[src/rtl/font_render_scheduler_pkg.sv]
// font_render_scheduler_pkg: shared text-screen geometry, cell/glyph types and scheduler states
// Exports: screen/cell constants, SramAddress_t, CharGrid_t, TextCell_t, SchedState_t
package font_render_scheduler_pkg;
    localparam int TEXT_COLUMNS    = 80;
    localparam int TEXT_ROWS       = 30;
    localparam int CELL_W          = 8;
    localparam int CELL_H          = 16;
    localparam int GLYPH_BITS      = CELL_W * CELL_H;
    localparam int SRAM_AW         = 20;
    localparam int CELL_STRIDE_ROW = TEXT_COLUMNS * CELL_W * CELL_H;

    typedef logic [SRAM_AW-1:0] SramAddress_t;

    typedef struct packed {
        logic [GLYPH_BITS-1:0] shape;
        logic [3:0]            fg;
        logic [3:0]            bg;
    } CharGrid_t;

    typedef struct packed {
        logic [7:0] code;
        logic [3:0] fg;
        logic [3:0] bg;
    } TextCell_t;

    typedef enum logic [3:0] {
        IDLE, READ_TEXT, READ_FONT, LOAD, WAIT_IDLE, LAUNCH, WAIT_ACK, WAIT_DONE, FINISH
    } SchedState_t;
endpackage

[src/rtl/font_render_scheduler_cell.sv]
// cell_address_gen: row-major cell walker with incremental framebuffer address
// Ports: clk, rst (async active-low), clear (restart at cell 0 and latch frameBase),
//        advance (step one cell), cellIndex (row*COLUMNS+col), cellBase (framebuffer base
//        of the current cell), lastCell (current cell is the final one of the screen)
module cell_address_gen
    import font_render_scheduler_pkg::*;
#(
    parameter int COLUMNS = TEXT_COLUMNS,
    parameter int ROWS    = TEXT_ROWS
) (
    input  logic         clk,
    input  logic         rst,
    input  logic         clear,
    input  logic         advance,
    input  SramAddress_t frameBase,
    output logic [11:0]  cellIndex,
    output SramAddress_t cellBase,
    output logic         lastCell
);
    localparam int CW = $clog2(COLUMNS);
    localparam int RW = $clog2(ROWS);
    localparam SramAddress_t ROW_STRIDE = SramAddress_t'(COLUMNS * CELL_W * CELL_H);
    localparam SramAddress_t COL_STRIDE = SramAddress_t'(CELL_W);
    logic [CW-1:0] col;
    logic [RW-1:0] row;
    SramAddress_t  base, rowOffset, colOffset;
    logic          lastCol;
    assign lastCol  = col == CW'(COLUMNS - 1);
    assign lastCell = lastCol && row == RW'(ROWS - 1);
    // Row offset is accumulated rather than multiplied; wrap-around is intentional.
    assign cellBase = base + rowOffset + colOffset;
    always_ff @(posedge clk or negedge rst)
        if (!rst) begin
            col       <= '0;
            row       <= '0;
            base      <= '0;
            rowOffset <= '0;
            colOffset <= '0;
            cellIndex <= '0;
        end else if (clear) begin
            col       <= '0;
            row       <= '0;
            base      <= frameBase;
            rowOffset <= '0;
            colOffset <= '0;
            cellIndex <= '0;
        end else if (advance) begin
            cellIndex <= cellIndex + 12'd1;
            col       <= lastCol ? '0 : col + 1'b1;
            colOffset <= lastCol ? '0 : colOffset + COL_STRIDE;
            row       <= lastCol ? row + 1'b1 : row;
            rowOffset <= lastCol ? rowOffset + ROW_STRIDE : rowOffset;
        end
endmodule

[src/rtl/font_render_scheduler.sv]
// font_render_scheduler: walks the text screen cell by cell, fetches glyphs and launches the renderer
// Ports: clk, rst (async active-low), start/frameBase (sweep request), textAddress/textData
//        (text buffer, 1-cycle read), fontAddress/fontShape (font ROM, 1-cycle read),
//        grid/baseAddress/fontReady/rendererDone (renderer handshake), busy, frameDone
module font_render_scheduler
    import font_render_scheduler_pkg::*;
#(
    parameter int COLUMNS = TEXT_COLUMNS,
    parameter int ROWS    = TEXT_ROWS
) (
    input  logic                  clk,
    input  logic                  rst,
    input  logic                  start,
    input  SramAddress_t          frameBase,
    output logic [11:0]           textAddress,
    input  TextCell_t             textData,
    output logic [7:0]            fontAddress,
    input  logic [GLYPH_BITS-1:0] fontShape,
    output CharGrid_t             grid,
    output SramAddress_t          baseAddress,
    output logic                  fontReady,
    input  logic                  rendererDone,
    output logic                  busy,
    output logic                  frameDone
);
    SchedState_t  state;
    logic         pending, clear, advance, lastCell;
    logic [3:0]   fg, bg;
    logic [7:0]   fontCode;
    SramAddress_t cellBase;
    assign clear   = (state == IDLE && start) || (state == FINISH && (pending || start));
    assign advance = state == WAIT_DONE && rendererDone && !lastCell;
    // The ROM sees the glyph code in the same cycle textData arrives; afterwards it holds.
    assign fontAddress = state == READ_FONT ? textData.code : fontCode;
    cell_address_gen #(.COLUMNS(COLUMNS), .ROWS(ROWS)) addrGen (
        .clk      (clk),
        .rst      (rst),
        .clear    (clear),
        .advance  (advance),
        .frameBase(frameBase),
        .cellIndex(textAddress),
        .cellBase (cellBase),
        .lastCell (lastCell)
    );
    always_ff @(posedge clk or negedge rst)
        if (!rst) begin
            state       <= IDLE;
            pending     <= 1'b0;
            fontReady   <= 1'b0;
            busy        <= 1'b0;
            frameDone   <= 1'b0;
            grid        <= '0;
            baseAddress <= '0;
            fg          <= '0;
            bg          <= '0;
            fontCode    <= '0;
        end else begin
            fontReady <= 1'b0;
            frameDone <= 1'b0;
            // A start in FINISH restarts directly, so only earlier requests are parked.
            if (start && state != IDLE && state != FINISH) pending <= 1'b1;
            case (state)
                IDLE: if (start) begin
                    state <= READ_TEXT;
                    busy  <= 1'b1;
                end
                READ_TEXT: state <= READ_FONT;
                READ_FONT: begin
                    fg       <= textData.fg;
                    bg       <= textData.bg;
                    fontCode <= textData.code;
                    state    <= LOAD;
                end
                LOAD: begin
                    grid        <= {fontShape, fg, bg};
                    baseAddress <= cellBase;
                    state       <= WAIT_IDLE;
                end
                WAIT_IDLE: if (rendererDone) begin
                    state     <= LAUNCH;
                    fontReady <= 1'b1;
                end
                LAUNCH: state <= WAIT_ACK;
                WAIT_ACK: if (!rendererDone) state <= WAIT_DONE;
                WAIT_DONE: if (rendererDone) begin
                    state     <= lastCell ? FINISH : READ_TEXT;
                    frameDone <= lastCell;
                end
                FINISH: begin
                    state   <= pending || start ? READ_TEXT : IDLE;
                    busy    <= pending || start;
                    pending <= 1'b0;
                end
                default: state <= IDLE;
            endcase
        end
endmodule

[config.mk]
export PLATFORM = sky130hd
export DESIGN_NAME = font_render_scheduler
export DESIGN_NICKNAME = d
export VERILOG_FILES = /design/src/rtl/font_render_scheduler_pkg.sv /design/src/rtl/font_render_scheduler_cell.sv /design/src/rtl/font_render_scheduler.sv
export SDC_FILE = /design/constraint.sdc
export NUM_CORES = 1
export LEC_CHECK = 0
export CORE_ASPECT_RATIO = 1.1
export CORE_UTILIZATION = 51
export CTS_CLUSTER_DIAMETER = 30
export DETAILED_ROUTE_END_ITERATION = 10
export PLACE_DENSITY = 0.95
export SETUP_SLACK_MARGIN = 0.05
export SLEW_MARGIN = 20
export SYNTH_ARGS = -nofsm -noshare
export SYNTH_HDL_FRONTEND = slang
export SYNTH_HIERARCHICAL = 1
export SYNTH_SLANG_ARGS = --single-unit
[constraint.sdc]
create_clock -name clk -period 6.6 [get_ports clk]
set_input_delay 1.32 -clock clk [delete_from_list [all_inputs] [get_ports clk]]
set_output_delay 1.32 -clock clk [all_outputs]
set_load 0.02 [all_outputs]
==> metrics.yaml <==
status: "finished, final reports clean"
clock_latency_ps: 530
grtUsageTotal: 0.300
skew_ps: 19.7
route.met3.wl_um: 3080
cp_cell_sequence: "nor4b_4 > mux2_4 > clkdlybuf4s50_1"
viasPerCell: 5.48
path_class: "flop to output pin"
fin_tns_setup_ps: 0
clockPowerShare: 0.286
crit_arrival_ps: 3010
num_rows: 56
hold_ws_ps: 480
min_path_type: "flop to flop"
m1WireLength_um: 11700
seqPwrFrac: 0.294
drv_slew: 0
fmax_ghz: 0.231
wl_um: 33800
drive_above_1_share: 0.122
synth.area.top_cells: "dfrtp_1 (55%), mux2_1 (14%), mux2_2 (4.2%), ha_1 (3.5%), xor2_1 (2.3%)"
drt_first_pass_iters: 5
finalCritPeriodShare: 0.656
ys_ff_latch: 250
r2r-start: "state[0]$_DFFE_PN0P_"
end_kind: "output pin"
dr_total_vias: 8576
synth_edf_count: 0
p_leak_nw: 7.27
synth_top_area_cell: "dfrtp_1"
cts_made_buffers: 52
cts_resized: 0
worstSetupStartpointType: "flop"
rr_endpoint: "addrGen/colOffset[14]$_DFFE_PN0P_"
wl_met2_um: 17100
maxSlewHeadroom: 0.330
dieArea_sq_um: 22900
drc: 0
antenna_found_initial: 2
cts.htree.levels: 2
syn_inst: 867
gp_congestion: 0.842
clock-sinks: 250
maxCapViolCount: 0
io_buffers: 346
cts-root-buf: "clkbuf_16"
yosys.area.top_type_share: 0.549
comb_power_share: 0.420
ant_nets: 0
placeableCoreArea_sq_um: 21600
swShare: 0.359
die_h_um: 159
reg2reg_slack_ps: 3420
yosysWarnings: 6
post-cts-setup-buffer-count: 0
top_layer: "met4"
cts.clk_slew.worst_paths_ps: 50
rr_worst_depth: 7
yosysSeqAreaShare: 0.549
syn2layout_area_growth_pct: 47.1
intPower_mw: 5.74
net-switching-power_mw: 3.21
avgSynthCellArea_sq_um: 13.1
wl_per_cell_um: 21.6
netlist_top_cells_count: "dfrtp_1 (250), mux2_1 (140), nor2_1 (63), mux2_2 (42), nand2_1 (34)"
cp.required_ps: 5280
p_per_area_nw_per_um2: 534
ctsHoldBuffers: 0
slowest_stage: "nor4b_4"
async_flop_share: 1.00
synth_cell_types: 59
final-setup-viol-count: 0
drtIter0Drc: 491
cts_tree: "done"
whs_path_depth: 1
worstHoldStart: "grid[34]$_DFFE_PN0P_"
netlist_area_sq_um: 11400
worstPathMaxFanout: 17
fin_crit_ps: 4330
ioPinCount: 347
vdd_drop_max_mv: 0.305
synth_ff_type: "dfrtp_1"
rsz0062_at_grt: "no"
worstMarginPinSlew_ps: 1000
dp_hpwl_um: 22200
synth.most_common_cell: "dfrtp_1"
grt-ovfl-total: 0
hold_violations: 0
grt_pass1_wl_um: 52300
clock_path_buffers: 3
critPathMaxStageDelay_ps: 930
fin_util: 0.776
die_w_um: 144
whs_endpoint: "grid[34]$_DFFE_PN0P_"
grt_max_degree: 157
grt_pass1_vias: 9178
fin_nets: 1444
fill_cells: 1249
start_util: 0.528
==> worst max-delay path by stage <==
stage	startpoint	endpoint	slack [ps]	cells past startpoint
6_report	state[3]$_DFFE_PN0P_	fontAddress[2]	2270	3
3_3_place_gp	start	addrGen/colOffset[14]$_DFFE_PN0P_	2600	8
2_1_floorplan	rendererDone	addrGen/colOffset[14]$_DFFE_PN0P_	3650	8
3_5_place_dp	start	addrGen/colOffset[14]$_DFFE_PN0P_	2480	8
5_1_grt	state[3]$_DFFE_PN0P_	fontAddress[1]	2150	3
4_1_cts	state[3]$_DFFE_PN0P_	fontAddress[5]	2240	3
==> cells in the final DEF (no fill, tap or decap), types with 5 or more instances in the layout <==
cell type,instances
clkdlybuf4s50_1,345
dfrtp_1,250
mux2_1,140
nor2_1,62
clkbuf_16,53
mux2_2,42
nand2_1,34
ha_1,32
a21oi_1,31
xor2_1,30
o21ai_0,27
xnor2_1,18
inv_1,15
nand4_1,15
nand3_1,12
mux2_4,10
and3_1,9
fa_1,9
clkinv_2,8
or3_1,7
nor3_1,7
a21o_1,7
clkbuf_8,7
nor2b_1,6
clkinvlp_4,6
nand2b_1,5
a211oi_1,5
clkbuf_1,5
==> cell type report <==
class | count | area [sq um] | area share
diodes | 1 | 2.50 | 0.000149
flip-flops and latches | 250 | 6260 | 0.374
repair buffers | 351 | 3530 | 0.211
clock inverters | 28 | 298 | 0.0178
clock buffers | 65 | 1440 | 0.0861
multi-input cells | 565 | 4800 | 0.287
well taps | 290 | 363 | 0.0217
inverters | 15 | 56.3 | 0.00336
==> power groups by stage <==
stage	Sequential (mW)	Combinational, mW	Clock [mW]
floorplan	3.14	1.53	0
global placement	2.56	3.57	0
detailed placement	2.62	3.68	0
CTS	2.63	3.75	2.58
global route	2.71	3.97	2.65
finish	2.63	3.76	2.56
==> stage by stage <==
stage               total power, mW  setup slack, ps  cells  area (sq um)
floorplan                      4.68             3650    869         11400
global placement               6.12             2600   1471         15000
detailed placement             6.30             2480   1471         15000
CTS                            8.97             2240   1564         16700
global route                   9.33             2150   1565         16700
finish                         8.95             2270   1565         16700
==> worst max-delay path, delay by kind of cell (launching register included) <==
family	cells	cell delay (ps)
AND/OR/NAND/NOR	1	930
buffers and inverters	1	650
flip-flops	1	590
multiplexers	1	310
==> registers in the layout, summed over array words and instances, names as in the netlist, 5 cells and up <==
name / count
baseAddress: 20
addrGen/colOffset: 17
addrGen/base: 20
fontCode: 8
addrGen/col: 7
addrGen/rowOffset: 9
grid: 136
addrGen/row: 5
addrGen/cellIndex: 12
==> layer usage <==
layer	vias to the layer above	global-route usage
li1	3825	-
met5	-	0
met4	0	0.176
met2	369	0.509
met1	4267	0.320
met3	115	0.0986
==> cell families after synthesis <==
family | after synthesis | synth area share
XOR/XNOR | 48 | 0.0369
flip-flops | 250 | 0.549
buffers and inverters | 54 | 0.0310
other | 2 | 0.000660
adder cells (fa/ha/maj) | 41 | 0.0510
AND/OR/NAND/NOR | 178 | 0.0793
multiplexers | 194 | 0.195
AO/OA/AOI/OAI | 100 | 0.0567
No activity file was read; power rests on OpenSTA's default activity.
